**config.mk**
```make
export PLATFORM = sky130hd
export DESIGN_NAME = melody_player
export DESIGN_NICKNAME = d
export VERILOG_FILES = /design/src/rtl/melody_pkg.sv /design/src/rtl/tone_div.sv /design/src/rtl/melody_player.sv
export SDC_FILE = /design/constraint.sdc
export NUM_CORES = 1
export LEC_CHECK = 0
export CAP_MARGIN = 15
export CORE_MARGIN = 1
export CORE_UTILIZATION = 60
export CTS_BUF_LIST = sky130_fd_sc_hd__clkbuf_8
export CTS_CLUSTER_SIZE = 14
export DETAILED_ROUTE_END_ITERATION = 8
export HOLD_SLACK_MARGIN = 0.03
export PLACE_DENSITY = 0.85
export SETUP_SLACK_MARGIN = 0.4
export SLEW_MARGIN = 20
export SYNTH_ARGS = -nofsm -noshare
export SYNTH_HDL_FRONTEND = slang
export SYNTH_SLANG_ARGS = --single-unit
```
**constraint.sdc**
```tcl
create_clock -name clock_in -period 7.8 [get_ports clock_in]
set_input_delay 1.56 -clock clock_in [delete_from_list [all_inputs] [get_ports clock_in]]
set_output_delay 1.56 -clock clock_in [all_outputs]
set_load 0.01 [all_outputs]
```
**src/rtl/melody_pkg.sv**
```systemverilog
// melody_pkg: shared widths, sequencer state encoding and the default song table
package melody_pkg;
  localparam int ENTRY_W = 36;
  localparam int DIV_W = 28;
  localparam int DUR_W = 8;
  typedef enum logic [1:0] {IDLE, LOAD, PLAY, GAP} state_t;
  typedef logic [15:0][ENTRY_W-1:0] song_t;
  // {div, dur}: div in clock_in cycles per tone period (50 MHz), dur in 50 ms ticks, dur 0 ends the song
  function automatic logic [ENTRY_W-1:0] default_entry(input logic [3:0] idx);
    case (idx)
      4'd0: return {28'd95556, 8'd4};
      4'd1: return {28'd75843, 8'd4};
      4'd2: return {28'd63776, 8'd4};
      4'd3: return {28'd0, 8'd2};
      4'd4: return {28'd47778, 8'd8};
      default: return '0;
    endcase
  endfunction
  function automatic song_t default_song();
    song_t s;
    for (int i = 0; i < 16; i++) s[i] = default_entry(4'(i));
    return s;
  endfunction
endpackage

```
**src/rtl/tone_div.sv**
```systemverilog
// tone_div: runtime-programmable square-wave divider, period div, high for floor(div/2) cycles
module tone_div import melody_pkg::*; (
  input  logic             clock_in,
  input  logic             reset_n,
  input  logic             clr,
  input  logic             en,
  input  logic             mute,
  input  logic [DIV_W-1:0] div,
  output logic             wave
);
  logic [DIV_W-1:0] cnt;
  // Counter wraps at div-1; the wave is a registered compare so it trails the counter by one cycle
  always_ff @(posedge clock_in or negedge reset_n)
    if (!reset_n) begin
      cnt <= '0;
      wave <= 1'b0;
    end else begin
      cnt <= (clr || (en && cnt >= div - 1'b1)) ? '0 : en ? cnt + 1'b1 : cnt;
      wave <= en && !mute && cnt < (div >> 1);
    end
endmodule

```
**src/rtl/melody_player.sv**
```systemverilog
// melody_player: steps through a song table, playing each tone for dur ticks followed by a one-tick gap
module melody_player import melody_pkg::*; #(
  parameter logic [27:0] TICK_DIV = 28'd2_500_000,
  parameter int          NOTES = 16,
  parameter logic        LOOP = 1'b0,
  parameter song_t       SONG = default_song()
) (
  input  logic       clock_in,
  input  logic       reset_n,
  input  logic       play,
  input  logic       stop,
  input  logic       mute,
  output logic       clock_out,
  output logic       busy,
  output logic [3:0] note_idx,
  output logic       done
);
  state_t state;
  logic [DIV_W-1:0] div, tick_cnt;
  logic [DUR_W-1:0] dur, dur_cnt;
  logic [ENTRY_W-1:0] entry;
  logic play_q, armed, rise, tick, play_end, last_note, tone_en;
  assign entry = SONG[note_idx];
  assign rise = play && !play_q && armed;
  assign tick = tick_cnt == TICK_DIV - 1'b1;
  assign play_end = state == PLAY && tick && dur_cnt == dur - 1'b1;
  assign last_note = note_idx == 4'(NOTES - 1);
  assign tone_en = state == PLAY && !play_end && !stop;
  // Play-edge detector; armed stays low until play is seen low, so a level held through reset never starts a song
  always_ff @(posedge clock_in or negedge reset_n)
    if (!reset_n) begin
      play_q <= 1'b0;
      armed <= 1'b0;
    end else begin
      play_q <= play;
      armed <= armed || !play;
    end
  // Sequencer with tick prescaler (wraps every tick in PLAY/GAP) and per-note duration counter
  always_ff @(posedge clock_in or negedge reset_n)
    if (!reset_n) begin
      state <= IDLE;
      busy <= 1'b0;
      done <= 1'b0;
      note_idx <= '0;
      div <= '0;
      dur <= '0;
      tick_cnt <= '0;
      dur_cnt <= '0;
    end else begin
      done <= 1'b0;
      tick_cnt <= (state inside {PLAY, GAP} && !tick) ? tick_cnt + 1'b1 : '0;
      if (stop) begin
        state <= IDLE;
        busy <= 1'b0;
      end else case (state)
        IDLE: if (rise) begin
          state <= LOAD;
          busy <= 1'b1;
          note_idx <= '0;
        end
        LOAD: begin
          div <= entry[ENTRY_W-1 -: DIV_W];
          dur <= entry[DUR_W-1:0];
          dur_cnt <= '0;
          if (entry[DUR_W-1:0] != '0) state <= PLAY;
          else if (LOOP) note_idx <= '0;
          else begin
            state <= IDLE;
            busy <= 1'b0;
            done <= 1'b1;
          end
        end
        PLAY: if (tick) begin
          dur_cnt <= dur_cnt + 1'b1;
          if (play_end) state <= GAP;
        end
        GAP: if (tick) begin
          if (!last_note || LOOP) begin
            note_idx <= last_note ? '0 : note_idx + 1'b1;
            state <= LOAD;
          end else begin
            state <= IDLE;
            busy <= 1'b0;
            done <= 1'b1;
          end
        end
        default: state <= IDLE;
      endcase
    end
  tone_div u_tone (
    .clock_in(clock_in),
    .reset_n(reset_n),
    .clr(state == LOAD),
    .en(tone_en),
    .mute(mute),
    .div(div),
    .wave(clock_out)
  );
endmodule
```
==> results.md <==
Run status:
- The run finished with clean final reports.

Critical path:
- STA puts the critical path data required time at 8.05 ns.
- The type of element capturing the critical path is a flip-flop.
- The critical-path cell with the highest stage delay is sky130_fd_sc_hd__nor3b_1.
- The type of element launching the critical path is a flip-flop.
- The setup path with the least slack is of type reg2reg.
- The most numerous cell type found on the critical path is sky130_fd_sc_hd__buf_4.
- The largest incremental delay on the critical path is 0.69 ns.
- Walking the worst path, the cells encountered are nor3_1, nor3b_1, nand2_1, ha_1, nand4_1, or4_1, a2111o_1, a31oi_2, buf_4, nor3_2, buf_4, a221o_1.
- The worst endpoint data arrival time is 4.88 ns.
- The top fanout value on the critical path is 29.

Synthesis:
- The post-synth design cell area is 6040 um2.
- The proportion of synthesized flip-flops having asynchronous set or reset is 100%.
- The gate count of the mapped netlist is 685.
- In this run the biggest area consumer among cell types represents 36.1% of the synthesized area.
- The main combinational cell family by area after synthesis is simple AND/OR/NAND/NOR gates.
- The sequential area share after synthesis is 36.1%.
- The mux cell area share after synthesis is 0.560%.
- The cell type with the largest total area after synthesis is sky130_fd_sc_hd__dfrtp_1.
- The post-synthesis share of cell area spent on full adders, half adders and majority gates is 12.2%.
- The number of synthesized flops with an enable pin is 0.
- For this run, the leading register cell type out of synthesis is sky130_fd_sc_hd__dfrtp_1.
- When the netlist entered floorplanning its net count stood at 749.
- The number of distinct library cells after synthesis is 60.
- After synthesis the netlist holds a flip-flop and latch count of 87.
- After Yosys synthesis, and, or, nand and nor cells account for 24.5% of the synthesized area.
- Yosys attributes the largest share of cell area to sky130_fd_sc_hd__dfrtp_1 (36%), sky130_fd_sc_hd__ha_1 (12%), sky130_fd_sc_hd__nand2_1 (4.7%).
- The synthesized netlist devotes 5.80% of its cell area to XOR and XNOR gates.
- The Yosys warning count is 0.
- Each instance of the synthesized netlist takes up on average 8.81 um2.
- Summing the areas of all compound-gate instances in the mapped netlist gives 16.3% of the synthesized area.
- The most frequent cell after synthesis is sky130_fd_sc_hd__dfrtp_1.
- By count the netlist is led by sky130_fd_sc_hd__dfrtp_1 (87), sky130_fd_sc_hd__nand2_1 (76), sky130_fd_sc_hd__nor2_1 (69), sky130_fd_sc_hd__ha_1 (59), sky130_fd_sc_hd__inv_1 (41).

CTS:
- In this run, CTS created clock tree buffers numbering 9.
- The H-tree was split into 3 levels.
- The clock tree root driver cell is sky130_fd_sc_hd__clkbuf_8.
- The clock latency of the later-clocked register in the worst-skew pair is 0.36 ns.
- TritonCTS built the clock tree.
- For this design, the sink count on the clock tree is 87.
- The hold buffer count at cts is 0.
- The number of gates resized after CTS is 0.
- Clock-pin slew was measured on the worst setup and hold paths at 0.08 ns.
- The number of buffers between clock root and the deepest sink is 2.
- The buffers inserted during post-CTS setup optimization is 0.

Floorplan:
- Row generation in the floorplan step produced 36 rows.
- In this run the standard cell core region covers 9770 um2.
- The die covers 10500 um2.
- The overall die width is 102 um.
- The height of the die is 102 um.
- The initial standard-cell utilization of the core is 61.8%.
- The I/O pin count is 12.

Power and ir drop:
- The share of power burned in registers is 37.3%.
- Per report_power, the clock group accounts for 18.8% of the total.
- Summed over all cells, the static leakage comes to 2.84 nW.
- The switching power is 0.000642 W.
- Dividing total power by cell area gives a power density of 241 nW/um2.
- VDD sags by at most 0.000178 V.
- The fraction of power spent switching nets is 41.7%.
- The fraction of power consumed by combinational cells is 43.8%.
- The internal portion of the total power is 0.000898 W.

Layout:
- At the end of the flow the core is filled with cells to 65.4%.
- The proportion of layout cells with a drive suffix above 1 is 4.22%.
- 0 antenna diodes ended up in the layout.
- The layout-stage area growth over the synthesis result is 5.93%.
- The final layout net count is 750.
- The final cell area excluding filler cells is 6390 um2.

STA:
- Based on the critical path, the design can be clocked at up to 216 MHz.
- The count of final hold-check violations is 0.
- Headroom to the max-slew limit came out at 30.7%.
- The pin slew with the least headroom to its limit is 1.04 ns.
- Adding up every negative setup slack in the final design gives 0 ns.
- Setup repair after global routing left no endpoint under its margin.
- Counting I/O delays and the setup requirement, the final critical path takes 4.63 ns.
- Hold timing on the final database bottoms out at a slack of 0.484 ns.
- Setup violations remaining at the end of the flow were counted as 0.
- The final worst clock skew is 0.0118 ns.
- The worst setup margin is 3.17 ns.
- The final-report max-slew violation count is 0.
- The worst path uses 59.4% of the clock period.

Placement:
- In this run the tool buffered the top-level ports with 11 buffer cells.
- The routability congestion estimate is 0.906.
- The placed cell area is 6220 um2.
- The detailed-placement wirelength estimate is 10000 um.
- The post-place setup slack is 3.21 ns.

Min path:
- In this run the worst hold path is classified as reg2reg.

Route:
- Once detail routing completed, the nets flagged for antenna violations numbered 0.
- The first routing iteration left 408 violations.
- The final route contains 5289 vias.
- The via-per-instance ratio is 6.44.
- The detailed-router iteration count before antenna repair is 5.
- The final routed DRC violation total is 0.
- After detailed routing, the average wire length per cell comes to 17.0 um.
- The final layout contains routed wiring with a total length of 13900 um.

Flow run:
- Across the run, the number of max-cap violations was 0.

GRT:
- The pin count of the biggest net entering global routing is 55.
- The total overflow reported by the global router is 0.
- The number of antenna violations at the first check in global routing is 0.
- The first global-routing pass estimated 23600 um of wire.
- The number of global-route vias before repair came to 5052.
- The total global routing track utilization is 28.8%.
==> metrics by stage <==
step,cells,power [W]
after global routing,821,0.00165
after global placement,808,0.00119
after CTS,821,0.00153
after detailed placement,808,0.00123
after floorplan,685,0.00106
final,821,0.00154
==> area by class of cell <==
| cell class | instances | area [um2] |
|---|---|---|
| fillers | 823 | 3380 |
| flip-flops and latches | 87 | 2180 |
| clock inverters | 4 | 42.5 |
| repair buffers | 15 | 138 |
| well taps | 133 | 166 |
| multi-input cells | 532 | 3590 |
| clock buffers | 9 | 124 |
| inverters | 41 | 154 |
==> layer usage <==
layer	global-route usage (%)	up-vias	wire length, um
li1	-	2493	-
met1	35.9	2547	5890
met2	48.9	201	6820
met3	4.38	48	793
met4	14.3	0	441
met5	0	-	0
==> power by group through the flow <==
stage | clock network (W) | logic [W] | registers [W]
4_1_cts | 0.000295 | 0.000665 | 0.000571
2_1_floorplan | 0 | 0.000509 | 0.000550
3_3_place_gp | 0 | 0.000619 | 0.000575
3_5_place_dp | 0 | 0.000653 | 0.000579
6_report | 0.000290 | 0.000676 | 0.000575
5_1_grt | 0.000313 | 0.000760 | 0.000579
==> flip-flops by register name (all words and copies together), names as in the netlist <==
name / flops
tick_cnt: 28
u_tone.cnt: 28
div: 10
dur_cnt: 8
note_idx: 4
dur: 2
state: 2
armed: 1
busy: 1
done: 1
play_q: 1
u_tone.wave: 1
==> cell families (layout without fill, tap and decap cells) <==
group | Yosys count | count (layout)
xor+xnor | 40 | 40
fa+ha+maj | 59 | 59
mux | 3 | 3
flops | 87 | 87
simple gates | 295 | 295
buf+inv | 66 | 69
compound gates | 135 | 135
==> cell usage in the layout, fill, tap and decap left out, types with 3 or more instances in the layout <==
master and n:
sky130_fd_sc_hd__dfrtp_1 87, sky130_fd_sc_hd__nand2_1 76, sky130_fd_sc_hd__nor2_1 69, sky130_fd_sc_hd__ha_1 59, sky130_fd_sc_hd__inv_1 43, sky130_fd_sc_hd__nand3_1 37
sky130_fd_sc_hd__o21ai_0 30, sky130_fd_sc_hd__nor3_1 28, sky130_fd_sc_hd__xor2_1 24, sky130_fd_sc_hd__nand4_1 19, sky130_fd_sc_hd__a21oi_1 18, sky130_fd_sc_hd__xnor2_1 16
sky130_fd_sc_hd__a221o_1 14, sky130_fd_sc_hd__and3_1 13, sky130_fd_sc_hd__a22o_1 12, sky130_fd_sc_hd__a21o_1 11, sky130_fd_sc_hd__o31ai_1 11, sky130_fd_sc_hd__clkdlybuf4s50_1 10
sky130_fd_sc_hd__clkbuf_8 9, sky130_fd_sc_hd__nand2b_1 8, sky130_fd_sc_hd__nor4_1 6, sky130_fd_sc_hd__nor4b_1 6, sky130_fd_sc_hd__and4_1 6, sky130_fd_sc_hd__nor2b_1 6
sky130_fd_sc_hd__o32ai_1 6, sky130_fd_sc_hd__buf_4 5, sky130_fd_sc_hd__nor3b_1 4, sky130_fd_sc_hd__a31oi_1 3, sky130_fd_sc_hd__nor4bb_1 3, sky130_fd_sc_hd__or4_1 3
sky130_fd_sc_hd__or3_1 3, sky130_fd_sc_hd__a211oi_1 3, sky130_fd_sc_hd__a41o_1 3, sky130_fd_sc_hd__mux2_2 3
==> final timing paths <==
path                                                    to  slack (ns)  depth (start not counted)                start
worst max-delay path            u_tone.cnt[13]$_DFFE_PN0P_        3.17                         12  div[11]$_DFFE_PN0P_
worst min-delay path                       armed$_DFF_PN0_        0.48                          1      armed$_DFF_PN0_
worst max register to register  u_tone.cnt[13]$_DFFE_PN0P_        3.17                         12  div[11]$_DFFE_PN0P_
worst min register to register             armed$_DFF_PN0_        0.48                          1      armed$_DFF_PN0_
max in group asynchronous           tick_cnt[20]$_DFF_PN0_        5.63                          2              reset_n
min in group asynchronous              div[12]$_DFFE_PN0P_        1.14                          1              reset_n
==> critical path, delay by kind of cell, from the launching register on <==
kind	cells	cell delay [ns]
DFF	1	0.44
and+or+nand+nor	6	2.31
AOI/OAI and AO/OA	3	0.84
adders and majority gates	1	0.34
buffers and inverters	2	0.58
No activity file was read; power rests on OpenSTA's default activity.
